<file path="src/rtl/stack_pkg.sv">
// Shared definitions for the operand stack: operation codes, error cause
// codes and the legality/cause rules that decide whether an operation may
// execute against the current occupancy.
package stack_pkg;

  localparam logic [2:0] OP_NOP   = 3'd0;
  localparam logic [2:0] OP_PUSH  = 3'd1;
  localparam logic [2:0] OP_POP   = 3'd2;
  localparam logic [2:0] OP_DUP   = 3'd3;
  localparam logic [2:0] OP_SWAP  = 3'd4;
  localparam logic [2:0] OP_REPL1 = 3'd5;
  localparam logic [2:0] OP_REPL2 = 3'd6;
  localparam logic [2:0] OP_CLEAR = 3'd7;

  localparam logic [1:0] ERR_NONE = 2'd0;
  localparam logic [1:0] ERR_OVF  = 2'd1;
  localparam logic [1:0] ERR_UNF  = 2'd2;

  // True when op can execute with cnt entries on a stack of the given depth.
  function automatic logic op_legal(input logic [2:0] op,
                                    input int unsigned cnt,
                                    input int unsigned depth);
    case (op)
      OP_PUSH:            return cnt < depth;
      OP_POP, OP_REPL1:   return cnt >= 1;
      OP_DUP:             return (cnt >= 1) && (cnt < depth);
      OP_SWAP, OP_REPL2:  return cnt >= 2;
      default:            return 1'b1;  // NOP and CLEAR
    endcase
  endfunction

  // Cause for an illegal op. DUP on an empty stack is an underflow even
  // though it would also grow the stack, so the empty test comes first.
  function automatic logic [1:0] op_cause(input logic [2:0] op,
                                          input int unsigned cnt);
    if (op == OP_PUSH) return ERR_OVF;
    if (op == OP_DUP && cnt != 0) return ERR_OVF;
    return ERR_UNF;
  endfunction

endpackage

</file>
<file path="src/rtl/stack_ctrl.sv">
// Combinational decode of one stack operation.
// Inputs : op_valid, op_code, count (current occupancy).
// Outputs: accept/reject strobes, error cause, clear, write enables for the
//          slot above TOS (new), the TOS slot and the NOS slot with their
//          data source selects, and the next occupancy count.
module stack_ctrl
  import stack_pkg::*;
#(
  parameter int unsigned DEPTH = 16,
  localparam int CNT_WIDTH = $clog2(DEPTH + 1)
) (
  input  logic                 op_valid,
  input  logic [2:0]           op_code,
  input  logic [CNT_WIDTH-1:0] count,
  output logic                 accept,
  output logic                 reject,
  output logic [1:0]           cause,
  output logic                 clear,
  output logic                 new_en,        // write slot at index count
  output logic                 new_from_tos,  // else data_in
  output logic                 top_en,        // write slot at count-1
  output logic                 top_from_nos,  // else data_in
  output logic                 nos_en,        // write slot at count-2
  output logic                 nos_from_tos,  // else data_in
  output logic [CNT_WIDTH-1:0] count_nxt
);

  logic legal;

  // NOTE: every output gets a default before the case so no path leaves a
  // value unassigned, which would otherwise infer a latch.
  always_comb begin
    legal        = op_legal(op_code, 32'(count), DEPTH);
    accept       = op_valid && legal;
    reject       = op_valid && !legal;
    cause        = op_cause(op_code, 32'(count));
    clear        = 1'b0;
    new_en       = 1'b0;
    new_from_tos = 1'b0;
    top_en       = 1'b0;
    top_from_nos = 1'b0;
    nos_en       = 1'b0;
    nos_from_tos = 1'b0;
    count_nxt    = count;
    if (accept) begin
      case (op_code)
        OP_PUSH: begin
          new_en    = 1'b1;
          count_nxt = count + CNT_WIDTH'(1);
        end
        OP_POP: count_nxt = count - CNT_WIDTH'(1);
        OP_DUP: begin
          new_en       = 1'b1;
          new_from_tos = 1'b1;
          count_nxt    = count + CNT_WIDTH'(1);
        end
        OP_SWAP: begin
          top_en       = 1'b1;
          top_from_nos = 1'b1;
          nos_en       = 1'b1;
          nos_from_tos = 1'b1;
        end
        OP_REPL1: top_en = 1'b1;
        // Binary result lands in the NOS slot, which becomes the new TOS.
        OP_REPL2: begin
          nos_en    = 1'b1;
          count_nxt = count - CNT_WIDTH'(1);
        end
        OP_CLEAR: begin
          clear     = 1'b1;
          count_nxt = '0;
        end
        default: ;  // NOP
      endcase
    end
  end

endmodule

</file>
<file path="src/rtl/stack_unit.sv">
// Operand stack with TOS/NOS taps for the ULA operand path.
// Inputs : clk, reset (async, active low), op_valid, op_code, data_in.
// Outputs: tos_out, nos_out (0 when out of range), count, empty, full,
//          err (sticky), err_code (first cause), op_done (pulse per legal op).
module stack_unit
  import stack_pkg::*;
#(
  parameter int unsigned DATA_WIDTH = 8,
  parameter int unsigned DEPTH      = 16,
  localparam int CNT_WIDTH = $clog2(DEPTH + 1)
) (
  input  logic                  clk,
  input  logic                  reset,
  input  logic                  op_valid,
  input  logic [2:0]            op_code,
  input  logic [DATA_WIDTH-1:0] data_in,
  output logic [DATA_WIDTH-1:0] tos_out,
  output logic [DATA_WIDTH-1:0] nos_out,
  output logic [CNT_WIDTH-1:0]  count,
  output logic                  empty,
  output logic                  full,
  output logic                  err,
  output logic [1:0]            err_code,
  output logic                  op_done
);

  localparam int IDX_WIDTH = $clog2(DEPTH);

  logic [DATA_WIDTH-1:0] mem_q [DEPTH];
  logic [DATA_WIDTH-1:0] mem_d [DEPTH];
  logic [CNT_WIDTH-1:0]  count_q, count_d;
  logic                  err_q, err_d;
  logic [1:0]            err_code_q, err_code_d;
  logic                  op_done_q, op_done_d;

  logic                  accept, reject, clear;
  logic [1:0]            cause;
  logic                  new_en, new_from_tos, top_en, top_from_nos;
  logic                  nos_en, nos_from_tos;
  logic [IDX_WIDTH-1:0]  new_idx, tos_idx, nos_idx;

  stack_ctrl #(.DEPTH(DEPTH)) u_ctrl (
    .op_valid     (op_valid),
    .op_code      (op_code),
    .count        (count_q),
    .accept       (accept),
    .reject       (reject),
    .cause        (cause),
    .clear        (clear),
    .new_en       (new_en),
    .new_from_tos (new_from_tos),
    .top_en       (top_en),
    .top_from_nos (top_from_nos),
    .nos_en       (nos_en),
    .nos_from_tos (nos_from_tos),
    .count_nxt    (count_d)
  );

  // Indices may wrap when out of range; the range guards below and the
  // legality gating on the enables make the wrapped values harmless.
  assign new_idx = IDX_WIDTH'(count_q);
  assign tos_idx = IDX_WIDTH'(count_q - CNT_WIDTH'(1));
  assign nos_idx = IDX_WIDTH'(count_q - CNT_WIDTH'(2));

  assign tos_out  = (count_q >= CNT_WIDTH'(1)) ? mem_q[tos_idx] : '0;
  assign nos_out  = (count_q >= CNT_WIDTH'(2)) ? mem_q[nos_idx] : '0;
  assign count    = count_q;
  assign empty    = (count_q == '0);
  assign full     = (count_q == CNT_WIDTH'(DEPTH));
  assign err      = err_q;
  assign err_code = err_code_q;
  assign op_done  = op_done_q;

  always_comb begin
    mem_d = mem_q;
    if (new_en) mem_d[new_idx] = new_from_tos ? tos_out : data_in;
    if (top_en) mem_d[tos_idx] = top_from_nos ? nos_out : data_in;
    if (nos_en) mem_d[nos_idx] = nos_from_tos ? tos_out : data_in;
  end

  // The first cause is kept until CLEAR; later errors only hold err high.
  always_comb begin
    err_d      = err_q;
    err_code_d = err_code_q;
    op_done_d  = accept;
    if (clear) begin
      err_d      = 1'b0;
      err_code_d = ERR_NONE;
    end else if (reject) begin
      err_d = 1'b1;
      if (!err_q) err_code_d = cause;
    end
  end

  // NOTE: all state uses non-blocking assignments so every flop samples the
  // pre-edge values regardless of statement order.
  always_ff @(posedge clk or negedge reset) begin
    if (!reset) begin
      // NOTE: the entry array is reset too, since entries must read as zero
      // after reset; this is a flop array, not a RAM macro.
      mem_q      <= '{default: '0};
      count_q    <= '0;
      err_q      <= 1'b0;
      err_code_q <= ERR_NONE;
      op_done_q  <= 1'b0;
    end else begin
      mem_q      <= mem_d;
      count_q    <= count_d;
      err_q      <= err_d;
      err_code_q <= err_code_d;
      op_done_q  <= op_done_d;
    end
  end

endmodule

</file>
<file path="config.mk">
export PLATFORM = sky130hd
export DESIGN_NAME = stack_unit
export DESIGN_NICKNAME = d
export VERILOG_FILES = /design/src/rtl/stack_pkg.sv /design/src/rtl/stack_ctrl.sv /design/src/rtl/stack_unit.sv
export SDC_FILE = /design/constraint.sdc
export NUM_CORES = 1
export LEC_CHECK = 0
export CAP_MARGIN = 5
export CELL_PAD_IN_SITES_DETAIL_PLACEMENT = 0
export CELL_PAD_IN_SITES_GLOBAL_PLACEMENT = 1
export CORE_ASPECT_RATIO = 1.75
export CORE_MARGIN = 5
export CORE_UTILIZATION = 33
export DETAILED_ROUTE_END_ITERATION = 10
export GPL_TIMING_DRIVEN = 0
export HOLD_SLACK_MARGIN = 0.08
export PLACE_DENSITY_LB_ADDON = 0.25
export SYNTH_ARGS = -nofsm -noshare
export SYNTH_HDL_FRONTEND = slang
export SYNTH_HIERARCHICAL = 1
export SYNTH_SLANG_ARGS = --single-unit
</file>
<file path="constraint.sdc">
create_clock -name clk -period 3.65 [get_ports clk]
set_clock_uncertainty 0.05 [all_clocks]
set_input_delay 0.365 -clock clk [delete_from_list [all_inputs] [get_ports clk]]
set_output_delay 0.365 -clock clk [all_outputs]
set_load 0.1 [all_outputs]
</file>
Yosys cells after proc, flatten, opt, wreduce, memory -nomap -nowiden. Index checks and enable logic that the tools add are counted.

Register bits after elaboration: 137. Bits in latches: 0. Memory bits (writable): 0. Memory bits (read-only): 0. Input bits: 14. Output and inout port bits: 27. Word-level logic and storage cells: 114. Memories kept: 0.

$add $sub $neg: 3. Multiply operators: 0. Divide/modulo/power cells: 0. Order comparisons: 11. Equality and inequality tests: 9. Shift-type cells: 0. Muxes and demuxes: 49. Bitwise logic cells: 3. Reductions and logical operators: 19.

Operator list (count): bitwise mux 128 bit (3); 2-to-1 mux 128 bit (3); demux 8 bit (select 4 bit) (3); 2-to-1 mux 8 bit (12); binary-select mux 8 bit (select 4 bit) (2); 2-to-1 mux 1 bit (17); greater-or-equal comparator 5 bit (second input constant) (3); < comparator 5 x 1 -> 1 bit (second input constant) (3); inverter 4 -> 5 bit (3); case mux 5 bit (3 select lines) (1); 2-to-1 mux 2 bit (7); equality test 3 bit (second input constant) (4); greater-or-equal comparator 5 x 1 -> 1 bit (second input constant) (2); greater-or-equal comparator 5 x 2 -> 1 bit (second input constant) (2); OR reduction 2 bit (5); logical AND 1 bit (7); equality test 3 x 2 -> 1 bit (second input constant) (2); adder 5 x 1 -> 5 bit (second input constant) (1); equality test 5 bit (second input constant) (1); logical NOT 5 bit (1); < comparator 5 bit (second input constant) (1); nonzero test 5 bit (1); subtractor 5 x 1 -> 5 bit (second input constant) (1); case mux 1 bit (4 select lines) (1); other kinds (7) (8).

Depth between registers and ports, before layout. Gate-level depths: netlist (run 1).

Depth in word-level cells: 13. Depth in mapped cells: 15. Depth with buffers taken out: 12.

Hierarchy. Netlist (run 1), hierarchy kept.

By module, submodules not included: stack_unit (times used 1, cells an instance 1172, area each 10485.1 um2, sequential area each 3428.3 um2); stack_ctrl (times used 1, cells an instance 66, area each 459.2 um2, sequential area each 0.0 um2).

Worst setup path before layout (run 1). Ideal clock, no wire load.

Path type: register to register. From: reg count_q[0] (netlist: count[0]). To: reg mem_q[59] (netlist name). Library setup time: 0.083 ns. Arrival time: 5.479 ns. Data required time: 3.517 ns. Slack: -1.962 ns. Stages on the path, launching flop included: 16. Buffers on the path: 7. Period minus slack after synthesis: 5.612 ns. Cells stage by stage: dfrtp_1 buf_6 buf_6 buf_6 buf_6 inv_1 ha_1 buf_2 mux4_2 nor3_1 or4_1 buf_2 nor2_1 a21boi_1 buf_2 o22ai_1.

RTL lines: start, declared (RTL line stack_unit.sv:31) `logic [CNT_WIDTH-1:0] count_q, count_d;`; start signal, assigned (RTL line stack_unit.sv:108) `count_q <= count_d;`; end signal, assigned (RTL line stack_unit.sv:107) `mem_q <= mem_d;`; end, declared (RTL line stack_unit.sv:29) `logic [DATA_WIDTH-1:0] mem_q [DEPTH];`.

Worst setup path after layout (run 1).
From: reg count_q[2] (netlist: count[2]). To: out tos_out[4].

Longest elaborated chain between the ends: 6. Elaborated cells on any way between the ends: 7. Classes of those cells: add/sub: 1; order compare: 1; mux: 4; bitwise: 1.

RTL lines: subtractor 5 x 1 -> 5 bit; inverter 4 -> 5 bit (not written as such) (RTL line stack_unit.sv:65) `assign tos_out = (count_q >= CNT_WIDTH'(1)) ? mem_q[tos_idx] : '0;`; binary-select mux 8 bit (select 4 bit) (RTL line stack_unit.sv:65); 2-to-1 mux 8 bit (not written as such) (2 in series) (RTL line stack_unit.sv:65); 2-to-1 mux 8 bit (*) (RTL line stack_unit.sv:65); end, declared (RTL line stack_unit.sv:17) `output logic [DATA_WIDTH-1:0] tos_out,`.

Mark *: on every way between the ends. The rest lies on a longest branch, timed or not. The select of a mux whose other input is x is not followed.

==> results.cfg, run 1 <==
[critical_path]
cp_num_buf_inv = 6
r2r-start = count[1]$_DFF_PN0_
path_class = reg -> out
crit_family = buffers and inverters
start_kind = flip-flop
r2r_cells = 15
ff2ff_setup_slack_ps = 70
cp.required_ps = 3230
crit_fanout = 7
setup.worst_path.end_class = primary output
r2r_end = mem_q[14]$_DFF_PN0_
cp.arrival_ps = 3250
cp-startpoint = count[2]$_DFF_PN0_
cpPeakStageDelay_ps = 520
critPathSlowestCell = dfrtp_4
cp_cell_sequence = buf_12 -> clkinvlp_4 -> ha_4 -> a21boi_4 -> buf_12 -> xor2_4 -> buf_4 -> nor3_1 -> or4_1 -> clkbuf_8 -> nor2_4 -> buf_12
worst_path_most_repeated_cell = buf_12

[floorplan]
die_h_um = 251
ios = 41
core_area_um2 = 32900
die_w_um = 148
start_util_pct = 33.2
die_area_um2 = 37000
rows = 88

[hold_path]
min_path_cells = 4
min_to = err$_DFFE_PN0P_
min_path_type = in -> reg
min-delay-start = op_code[0]

[clock_tree]
clk_latency_ps = 460
cts-root-buf = clkbuf_16
cts_buffers = 17
cts_sinks = 137
cts_tree = done
htree_levels = 4
path_clk_slew_ps = 60
clock_path_buffers = 2

[route]
vias = 12000
drc = 0
viasPerCell = 6.74
wl_um = 56800
dr.pass1.iters = 6
wl_per_cell_um = 32.0
final_antenna_net_count = 0
drt_iter0_drc = 1486

[timing]
finalHoldViolCount = 0
fmax_ghz = 0.273
maxSlewHeadroom_pct = 28.5
finalCritPeriodShare_pct = 100
worst_slack_ps = -15.3
tightest_slew_ps = 1070
slew_viol_final = 0
rsz0062_at_grt = true
setup_viol = 2
period_needed_ps = 3670

[global_routing]
grt_pass1_vias = 12100
grt_antenna_before_repair = 0
grt_max_degree = 85
grt_pass1_wl_um = 82100
grt_usage_pct = 30.6
gr-total-overflow = 0

[run]
maxCapViolCount = 0

[yosys]
synth.area.top_cells = dfrtp_1 (31%), mux4_2 (13%), o211ai_1 (8.2%)
synthXorXnorAreaFrac_pct = 0.869
synthCells = 1238
ys_async_sr_fraction_pct = 100
syn_nets = 1264
synthSimpleGateAreaFrac_pct = 15.4
synth_mux_area_share_pct = 14.1
synth_seq_cells = 137
synth_top_cell_area_share_pct = 31.3
synth_edf_count = 0
synth_top_family_by_area = compound AO/OA/AOI/OAI gates
syn_area_um2 = 10900
avgSynthCellArea_um2 = 8.84
synth-warning-count = 6
yosysSeqAreaShare_pct = 31.3
post_synth_fa_ha_maj_area_fraction_pct = 1.37
synth.most_common_cell = dfrtp_1
synth_top_cell_by_area = dfrtp_1
synth_compound_area_share_pct = 30.3
ys_types = 71
synth_ff_type = dfrtp_1
synth_common_cells = dfrtp_1 (137), o211ai_1 (120), nor2_1 (119), nand2_1 (85), clkbuf_1 (84)

[layout]
multi_input_area_um2 = 7260
drive_above_1_share_pct = 28.1
area_delta_synth_final_pct = 26.9
nNetsFinal = 1383
diodes = 0
fill_cells = 3242
regArea_um2 = 3440

[place]
place_ws_ps = -2210
port_buffers = 39
place.detailed.hpwl_um = 43000
place.gp.congestion = 0.960

[run_status]
status = complete, but fails checks
violations = setup timing
[cell type report]
type	instances	share of cell area, %
Buffer	133	6.46
Sequential cell	137	24.8
Tap cell	405	3.65
Inverter	13	0.513
Clock buffer	23	3.51
Multi-Input combinational cell	941	52.3
Clock inverter	8	0.847
Timing Repair Buffer	114	7.97
[logic make-up after synthesis]
logic type      after synthesis
mux                          73
buf+inv                     160
simple gates                357
xor+xnor                      7
flops                       137
compound gates              492
fa+ha+maj                    12
[cells in the final DEF (no fill, tap or decap), types with 41 or more instances in the layout]
master,n
mux4_2,64
nor2_1,109
o211ai_1,120
dfrtp_1,132
nand2_1,81
o22ai_1,60
o21ai_0,61
o21ai_1,56
buf_4,74
a21oi_1,63
o221ai_1,41
[repair_timing]
action / 4_1_cts / 5_1_grt
hold endpoints to repair: 53 / 0
gates cloned: 1 / 0
setup endpoints to repair: 146 / 145
hold buffers: 1 / 0
setup buffers: 49 / 25
pin swaps: 13 / 15
resized for setup: 209 / 77
[per-stage QoR]
step	hold WS (ps)	instances	area, um2	setup TNS (ps)	utilization [%]
after global placement	464	1682	12300	-742280	37.4
after CTS	301	1757	13600	-84.6	41.3
after detailed placement	308	1683	12400	-200520	37.5
after floorplan	19.4	1238	11400	-3650	-
final	317	1774	13900	-28.4	42.2
after global routing	326	1774	13900	-255	42.2
[registers in the layout, indices dropped and copies added (netlist names)]
name and count:
err_code 2, mem_q 128, count 5, err 1, op_done 1
[worst reg2reg max path, cell delays in order, from the launching register on]
cell and delay [ps]:
dfrtp_4 490, buf_4 160, inv_1 130, ha_1 200, o221a_2 270, nor3_4 100, nor4_4 220, buf_4 210
buf_4 180, buf_4 270, nor2b_1 230, a21bo_2 240, o21ai_2 260, buf_6 280, nor2_1 70, o22ai_1 140
[per-layer routing]
layer	vias to the layer above	track usage, %	part of all wire, %
met5	-	0	0
met3	301	4.82	6.0
met2	737	52.5	50
li1	5085	-	-
met4	0	27.1	11
met1	5828	31.9	33
[worst max-delay path by stage]
stage                          end  slack (ps)  cells after the start
2_1_floorplan  mem_q[60]$_DFF_PN0_        -120                     15
3_3_place_gp    count[0]$_DFF_PN0_       -5020                      1
3_5_place_dp   mem_q[94]$_DFF_PN0_       -2210                     11
4_1_cts                 tos_out[2]         -40                     14
5_1_grt                 tos_out[4]         -80                     12
6_report                tos_out[4]         -20                     12
Power of run 1 is not shown: default switching activity piles up to over one toggle a cycle in this logic, so the estimate is an artifact.
==> run 2: changes to the inputs <==
--- a/config.mk
+++ b/config.mk
@@ -5,6 +5,7 @@
 export SDC_FILE = /design/constraint.sdc
 export NUM_CORES = 1
 export LEC_CHECK = 0
+export ABC_CLOCK_PERIOD_IN_PS = 3650
 export CAP_MARGIN = 5
 export CELL_PAD_IN_SITES_DETAIL_PLACEMENT = 0
 export CELL_PAD_IN_SITES_GLOBAL_PLACEMENT = 1
==> results of run 2 <==
No change in the layout: final DEF, timing and power equal those of run 1.
Power of run 2 is left out for the same reason.
